`config.mk`:
```
export PLATFORM = sky130hd
export DESIGN_NAME = adder_share_arb_flat
export DESIGN_NICKNAME = d
export VERILOG_FILES = /design/src/rtl/adder_share_arb_if.sv /design/src/rtl/adder_share_arb.sv /design/src/flat_wrapper.sv
export SDC_FILE = /design/constraint.sdc
export NUM_CORES = 1
export LEC_CHECK = 0
export ABC_AREA = 1
export BUFFER_PORTS_ARGS = -buffer_cell sky130_fd_sc_hd__buf_2
export CAP_MARGIN = 20
export CORE_ASPECT_RATIO = 1.75
export CORE_UTILIZATION = 44
export CTS_CLUSTER_DIAMETER = 120
export DETAILED_ROUTE_END_ITERATION = 7
export HOLD_SLACK_MARGIN = 0.08
export PLACE_DENSITY = 0.84
export SKIP_CTS_REPAIR_TIMING = 1
export SYNTH_ARGS = -nofsm -noshare
export SYNTH_HDL_FRONTEND = slang
export SYNTH_SLANG_ARGS = --single-unit
export TNS_END_PERCENT = 20
```
`constraint.sdc`:
```
create_clock -name clk -period 3.8 [get_ports clk]
set_input_delay 0.19 -clock clk [delete_from_list [all_inputs] [get_ports clk]]
set_output_delay 0.19 -clock clk [all_outputs]
set_load 0.02 [all_outputs]
```
`src/rtl/adder_share_arb_if.sv`:
```
// Request/response bundle between NREQ client blocks and the shared adder
// arbiter. The master side is the client/consumer world, the slave side is
// the arbiter itself.
interface adder_share_arb_if #(
  parameter int NREQ = 4
);
  localparam int IDW = $clog2(NREQ);

  logic [NREQ-1:0]   req_valid;
  logic [NREQ-1:0]   req_ready;
  logic [NREQ*8-1:0] req_a;
  logic [NREQ*8-1:0] req_b;
  logic [NREQ-1:0]   req_ci;
  logic              rsp_valid;
  logic              rsp_ready;
  logic [IDW-1:0]    rsp_id;
  logic [7:0]        rsp_s;
  logic              rsp_co;
  logic              rsp_os;

  modport master (
    output req_valid, req_a, req_b, req_ci, rsp_ready,
    input  req_ready, rsp_valid, rsp_id, rsp_s, rsp_co, rsp_os
  );

  modport slave (
    input  req_valid, req_a, req_b, req_ci, rsp_ready,
    output req_ready, rsp_valid, rsp_id, rsp_s, rsp_co, rsp_os
  );
endinterface

```
`src/rtl/adder_share_arb.sv`:
```
// adder_share_arb: one carry-select adder_8 shared round-robin between NREQ
// requesters, with a single registered result slot tagged by requester id.
// Optional build macro ADDER_SHARE_STATS_EN adds per-requester saturating
// grant counters (stat_clr / grant_cnt ports).

// 8-bit carry-select adder: low nibble ripples, high nibble is precomputed
// for both carry-in values and selected by the low nibble carry.
module adder_8 (
  input  logic [7:0] a,
  input  logic [7:0] b,
  input  logic       ci,
  output logic [7:0] s,
  output logic       co,
  output logic       os
);
  logic [4:0] lo;
  logic [4:0] hi0;
  logic [4:0] hi1;

  assign lo  = {1'b0, a[3:0]} + {1'b0, b[3:0]} + {4'b0, ci};
  assign hi0 = {1'b0, a[7:4]} + {1'b0, b[7:4]};
  assign hi1 = {1'b0, a[7:4]} + {1'b0, b[7:4]} + 5'd1;

  assign s[3:0] = lo[3:0];
  assign s[7:4] = lo[4] ? hi1[3:0] : hi0[3:0];
  assign co     = lo[4] ? hi1[4]   : hi0[4];
  // Signed overflow: like-signed operands producing a result of the other sign.
  assign os     = (a[7] == b[7]) & (s[7] != a[7]);
endmodule

module adder_share_arb #(
  parameter int NREQ = 4
`ifdef ADDER_SHARE_STATS_EN
  ,
  parameter int CNTW = 16
`endif
) (
  input  logic                 clk,
  input  logic                 rst_n,
`ifdef ADDER_SHARE_STATS_EN
  input  logic                 stat_clr,
  output logic [NREQ*CNTW-1:0] grant_cnt,
`endif
  adder_share_arb_if.slave     bus
);
  localparam int IDW    = $clog2(NREQ);
  localparam int DATA_W = 8;

  typedef enum logic {EMPTY = 1'b0, FULL = 1'b1} state_t;

  state_t                  state;
  logic [IDW-1:0]          last_grant;
  logic                    grant_any;
  logic [IDW-1:0]          grant_idx;
  logic [NREQ-1:0]         grant_onehot;
  logic                    can_accept;
  logic                    xfer;

  logic signed [DATA_W-1:0] op_a_p0;
  logic signed [DATA_W-1:0] op_b_p0;
  logic                     op_ci_p0;
  logic [DATA_W-1:0]        sum_p0;
  logic                     co_p0;
  logic                     os_p0;

  logic [IDW-1:0]           id_p1;
  logic [DATA_W-1:0]        sum_p1;
  logic                     co_p1;
  logic                     os_p1;

  // Round-robin pick: scan from the requester after last_grant, wrapping.
  always_comb begin
    grant_any = 1'b0;
    grant_idx = '0;
    for (int k = 1; k <= NREQ; k++) begin
      if (!grant_any && bus.req_valid[(int'(last_grant) + k) % NREQ]) begin
        grant_any = 1'b1;
        grant_idx = IDW'((int'(last_grant) + k) % NREQ);
      end
    end
  end

  assign grant_onehot  = grant_any ? (NREQ'(1) << grant_idx) : '0;
  assign can_accept    = (state == EMPTY) | bus.rsp_ready;
  assign bus.req_ready = grant_onehot & {NREQ{can_accept}};
  assign xfer          = grant_any & can_accept;

  // Operand mux: the granted requester drives the shared adder.
  always_comb begin
    op_a_p0  = bus.req_a[8*int'(grant_idx) +: 8];
    op_b_p0  = bus.req_b[8*int'(grant_idx) +: 8];
    op_ci_p0 = bus.req_ci[grant_idx];
  end

  adder_8 u_adder (
    .a  (op_a_p0),
    .b  (op_b_p0),
    .ci (op_ci_p0),
    .s  (sum_p0),
    .co (co_p0),
    .os (os_p0)
  );

  // ---- p0 -> p1: result slot FSM, capture on transfer, advance pointer ----
  always_ff @(posedge clk or negedge rst_n) begin
    if (!rst_n) begin
      state      <= EMPTY;
      last_grant <= IDW'(NREQ - 1);
      id_p1      <= '0;
      sum_p1     <= '0;
      co_p1      <= 1'b0;
      os_p1      <= 1'b0;
    end else begin
      if (xfer) begin
        state      <= FULL;
        last_grant <= grant_idx;
        id_p1      <= grant_idx;
        sum_p1     <= sum_p0;
        co_p1      <= co_p0;
        os_p1      <= os_p0;
      end else if (state == FULL && bus.rsp_ready) begin
        state <= EMPTY;
      end
    end
  end

  assign bus.rsp_valid = (state == FULL);
  assign bus.rsp_id    = id_p1;
  assign bus.rsp_s     = sum_p1;
  assign bus.rsp_co    = co_p1;
  assign bus.rsp_os    = os_p1;

`ifdef ADDER_SHARE_STATS_EN
  logic [NREQ-1:0][CNTW-1:0] cnt;

  function automatic logic [CNTW-1:0] sat_inc(input logic [CNTW-1:0] v);
    return (&v) ? v : v + CNTW'(1);
  endfunction

  // Per-requester transfer counters; clear has priority over increment.
  always_ff @(posedge clk or negedge rst_n) begin
    if (!rst_n) begin
      cnt <= '0;
    end else if (stat_clr) begin
      cnt <= '0;
    end else if (xfer) begin
      cnt[grant_idx] <= sat_inc(cnt[grant_idx]);
    end
  end

  assign grant_cnt = cnt;
`endif
endmodule

```
`src/flat_wrapper.sv`:
```
// flat-port wrapper written by rule: the top's interface ports become plain ports
module adder_share_arb_flat 
#(
  parameter int NREQ = 4

)
  (clk, rst_n, bus_req_valid, bus_req_a, bus_req_b, bus_req_ci, bus_rsp_ready, bus_req_ready, bus_rsp_valid, bus_rsp_id, bus_rsp_s, bus_rsp_co, bus_rsp_os);
  adder_share_arb_if #(.NREQ(NREQ)) bus_i ();
  input  logic clk;
  input  logic rst_n;
  input wire logic [$bits(bus_i.req_valid)-1:0] bus_req_valid;
  input wire logic [$bits(bus_i.req_a)-1:0] bus_req_a;
  input wire logic [$bits(bus_i.req_b)-1:0] bus_req_b;
  input wire logic [$bits(bus_i.req_ci)-1:0] bus_req_ci;
  input wire logic [$bits(bus_i.rsp_ready)-1:0] bus_rsp_ready;
  output wire logic [$bits(bus_i.req_ready)-1:0] bus_req_ready;
  output wire logic [$bits(bus_i.rsp_valid)-1:0] bus_rsp_valid;
  output wire logic [$bits(bus_i.rsp_id)-1:0] bus_rsp_id;
  output wire logic [$bits(bus_i.rsp_s)-1:0] bus_rsp_s;
  output wire logic [$bits(bus_i.rsp_co)-1:0] bus_rsp_co;
  output wire logic [$bits(bus_i.rsp_os)-1:0] bus_rsp_os;
  assign bus_i.req_valid = bus_req_valid;
  assign bus_i.req_a = bus_req_a;
  assign bus_i.req_b = bus_req_b;
  assign bus_i.req_ci = bus_req_ci;
  assign bus_i.rsp_ready = bus_rsp_ready;
  assign bus_req_ready = bus_i.req_ready;
  assign bus_rsp_valid = bus_i.rsp_valid;
  assign bus_rsp_id = bus_i.rsp_id;
  assign bus_rsp_s = bus_i.rsp_s;
  assign bus_rsp_co = bus_i.rsp_co;
  assign bus_rsp_os = bus_i.rsp_os;
  adder_share_arb #(.NREQ(NREQ)) u_core (.clk(clk), .rst_n(rst_n), .bus(bus_i));
endmodule
```
==> flow_summary_export.csv <==
group,metric,value,unit
run_status,outcome,"completed",
critical_path,worstPathArrival,3680,ps
route,avgViaCountPerCell,5.15,
floorplan,die-area,3820,um2
critical_path,cpLargestDelayFamily,"simple AND/OR/NAND/NOR gates",
synth,yosys.area.top_type,"dfrtp_1",
synth,yosys.area_share.simple,36.6,%
final_layout,fin_nets,413,
critical_path,worstReg2RegEnd,"u_core.bus.rsp_os",
synth,synthCells,228,
timing,slew-limit-headroom,77.8,%
critical_path,path_buf_inv,4,
synth,synth_edf_count,0,
synth,synthXorXnorAreaFrac,4.46,%
synth,synth_top_cell_area_share,20.7,%
synth,synth_area_leaders,"dfrtp_1 21%, nand2_1 16%, o22ai_1 12%, ha_1 6.4%, nor2_1 5.7%",
critical_path,reg2reg_from,"u_core.last_grant[0]",
critical_path,reg2reg_setup_slack,260,ps
critical_path,critical_path_class,"flop to flop",
clocking,cts_buffers,3,
global_routing,grt_use_total,22.9,%
global_routing,overflow,0,
synth,ys_warn_count,0,
global_routing,antenna_found_initial,0,
place,dpl.hpwl,3.43,mm
clocking,clkSinkCount,15,
worst_hold_path,hold_path.startpoint,"bus_rsp_ready",
final_layout,syn_to_final_growth,40.8,%
route,drtAntennaViolNets,0,
timing,slew_viol_final,0,
clocking,htreeDepth,1,
floorplan,core-area,3400,um2
critical_path,cpMaxStageDelayCell,"dfstp_2",
clocking,clk_pin_slew,70,ps
synth,synth_compound_area_share,16.7,%
critical_path,crit_fanout,16,
route,drt_pass1_iterations,4,
route,wire_per_inst,11.6,um
floorplan,placementRows,28,
timing,final.setup_skew,7.08,ps
synth,async_flop_share,100,%
synth,syn_area,1570,um2
worst_hold_path,whs_path_depth,4,
route,drt_iter0_drc,62,
place,routabilityCongestion,0.804,
global_routing,grt_max_degree,25,
critical_path,reg2reg_depth,23,
floorplan,ios,92,
global_routing,grt_pass1_vias,1692,
place,dp_cells,361,
clocking,cts_tree,"yes",
synth,synth_top_family_by_area,"simple AND/OR/NAND/NOR gates",
route,routed_wirelength,4.30,mm
floorplan,die_w,47.2,um
critical_path,path_cells,"inv_4 -> nand2_1 -> nand2_1 -> nand2_2 -> nand2_2 -> nor2_4 -> nand3b_1 -> nor2_2 -> nor2_4 -> buf_4 -> nand2_8 -> o22ai_1 -> nor2_1 -> fa_2 -> inv_1 -> fa_2 -> o21ai_1 -> buf_4 -> nand3_2 -> xor2_2 -> nand3_1 -> nand3_1 -> nand2_1",
synth,synth_mux_area_share,0,%
job,drv_cap,0,
clocking,root_buffer,"clkbuf_8",
worst_hold_path,hold_end,"u_core.bus.rsp_valid",
synth,syn_nets,314,
critical_path,max_stage_delay,600,ps
critical_path,critPathMostFrequentCell,"nand2_1",
synth,synth_ff_type,"dfrtp_1",
timing,fin_crit_sh,93.1,%
clocking,clk_latency,250,ps
synth,synth_fa_ha_area_share,10.2,%
synth,ys_seq_area_share,24.1,%
timing,fmax,283,MHz
synth,syn-mean-instance-area,6.89,um2
timing,fin_crit,3540,ps
floorplan,start_util,46.2,%
timing,hold_violations,0,
timing,setup_viol,0,
floorplan,die_h,81.0,um
critical_path,start_kind,"flop",
synth,synth.distinct_cells,25,
clocking,clockBufferDepth,2,
timing,worst_pin_slew,333,ps
route,drc,0,
worst_hold_path,hp-class,"input port to flop",
synth,ys_ff_latch,15,
final_layout,diodes,0,
place,numPortBuffers,91,
route,vias,1911,
critical_path,cp.required,3940,ps
final_layout,final_cells,371,
final_layout,drive_gt1_share,41.4,%
global_routing,grt_first_pass_wirelength,6.62,mm
critical_path,endpoint_kind,"flop",
-- state kept, by name, indices dropped and copies added (netlist names) --
register / flops
u_core.bus.rsp_valid: 1
u_core.last_grant: 2
u_core.bus.rsp_id: 2
u_core.bus.rsp_os: 1
u_core.bus.rsp_co: 1
u_core.bus.rsp_s: 8
-- synth_stat cells (4+ instances only) --
cell type	number
xnor2_1	5
nand2_1	68
nand3_1	14
nand2_2	8
ha_1	8
dfrtp_1	13
buf_6	4
inv_2	4
o22ai_1	30
nand2_4	4
inv_1	12
nor2_1	24
o21ai_0	11
-- worst max path at each step --
stage | startpoint | end | slack [ps] | cells after the start
2_1_floorplan | u_core.last_grant[0] | u_core.bus.rsp_os | 260 | 22
3_3_place_gp | u_core.last_grant[1] | u_core.bus.rsp_os | 210 | 24
3_5_place_dp | u_core.last_grant[0] | u_core.bus.rsp_os | 80 | 24
4_1_cts | u_core.last_grant[0] | u_core.bus.rsp_os | 70 | 24
5_1_grt | u_core.last_grant[0] | u_core.bus.rsp_os | -20 | 23
6_report | u_core.last_grant[0] | u_core.bus.rsp_os | 260 | 23
-- layout make-up --
type	instances	area, um2
sequential	15	378
clock inverter	1	7.51
clock buffer	3	41.3
tap	45	56.3
multi-input combinational	190	1130
inverter	18	80.1
fill	327	1190
timing repair buffer	99	518
-- cell usage in the layout (no fill, tap or decap), drive strengths merged --
| cell type | synthesis | final |
|---|---|---|
| nor2 | 28 | 28 |
| clkinv | 0 | 1 |
| xnor2 | 5 | 5 |
| a21oi | 3 | 3 |
| o22ai | 30 | 30 |
| dfstp | 2 | 2 |
| nand4 | 1 | 1 |
| nand2 | 80 | 81 |
| nand3b | 1 | 1 |
| clkbuf | 2 | 3 |
| dlygate4sd3 | 0 | 1 |
| buf | 4 | 98 |
| fa | 3 | 3 |
| clkinvlp | 0 | 1 |
| inv | 18 | 17 |
| o21ai | 12 | 12 |
| ha | 8 | 8 |
| dfrtp | 13 | 13 |
| xor2 | 3 | 3 |
| nand3 | 15 | 15 |
-- metal layers --
layer	routed length (um)	global-route usage, %	up-vias
met2	2390	42.9	85
li1	-	-	966
met3	232	1.56	4
met5	0	0	-
met1	1640	26.2	856
met4	42	6.00	0
-- per-stage QoR --
stage | setup TNS, ps | cell area [um2] | hold WS (ps) | utilization (%) | worst slack (ps)
finish | 0 | 2210 | 190 | 65.1 | 262
global route | -20.3 | 2210 | 226 | 65.1 | -20.3
CTS | 0 | 2100 | -166 | 61.8 | 69.2
detailed placement | 0 | 2050 | 107 | 60.4 | 79.5
global placement | 0 | 2050 | 101 | 60.4 | 210
floorplan | 0 | 1570 | -106 | - | 262
-- worst reg2reg max path: cells and delay by family (launching register included) --
family	cells	cell delay (ps)
AND/OR/NAND/NOR	14	1400
buffers and inverters	4	440
AO/OA/AOI/OAI	2	240
XOR/XNOR	1	170
flip-flops	1	600
adder cells (fa/ha/maj)	2	570
-- logic make-up (layout without fill, tap and decap cells) --
family,Yosys count,count (layout)
adders and majority gates,11,11
buffers and inverters,24,121
and+or+nand+nor,125,126
AOI/OAI and AO/OA,45,45
DFF,15,15
xor gates and xnor gates,8,8
Power is left out: the tool's default activity adds up to more than one toggle a clock period on the data nets, which glitch-free logic cannot reach.
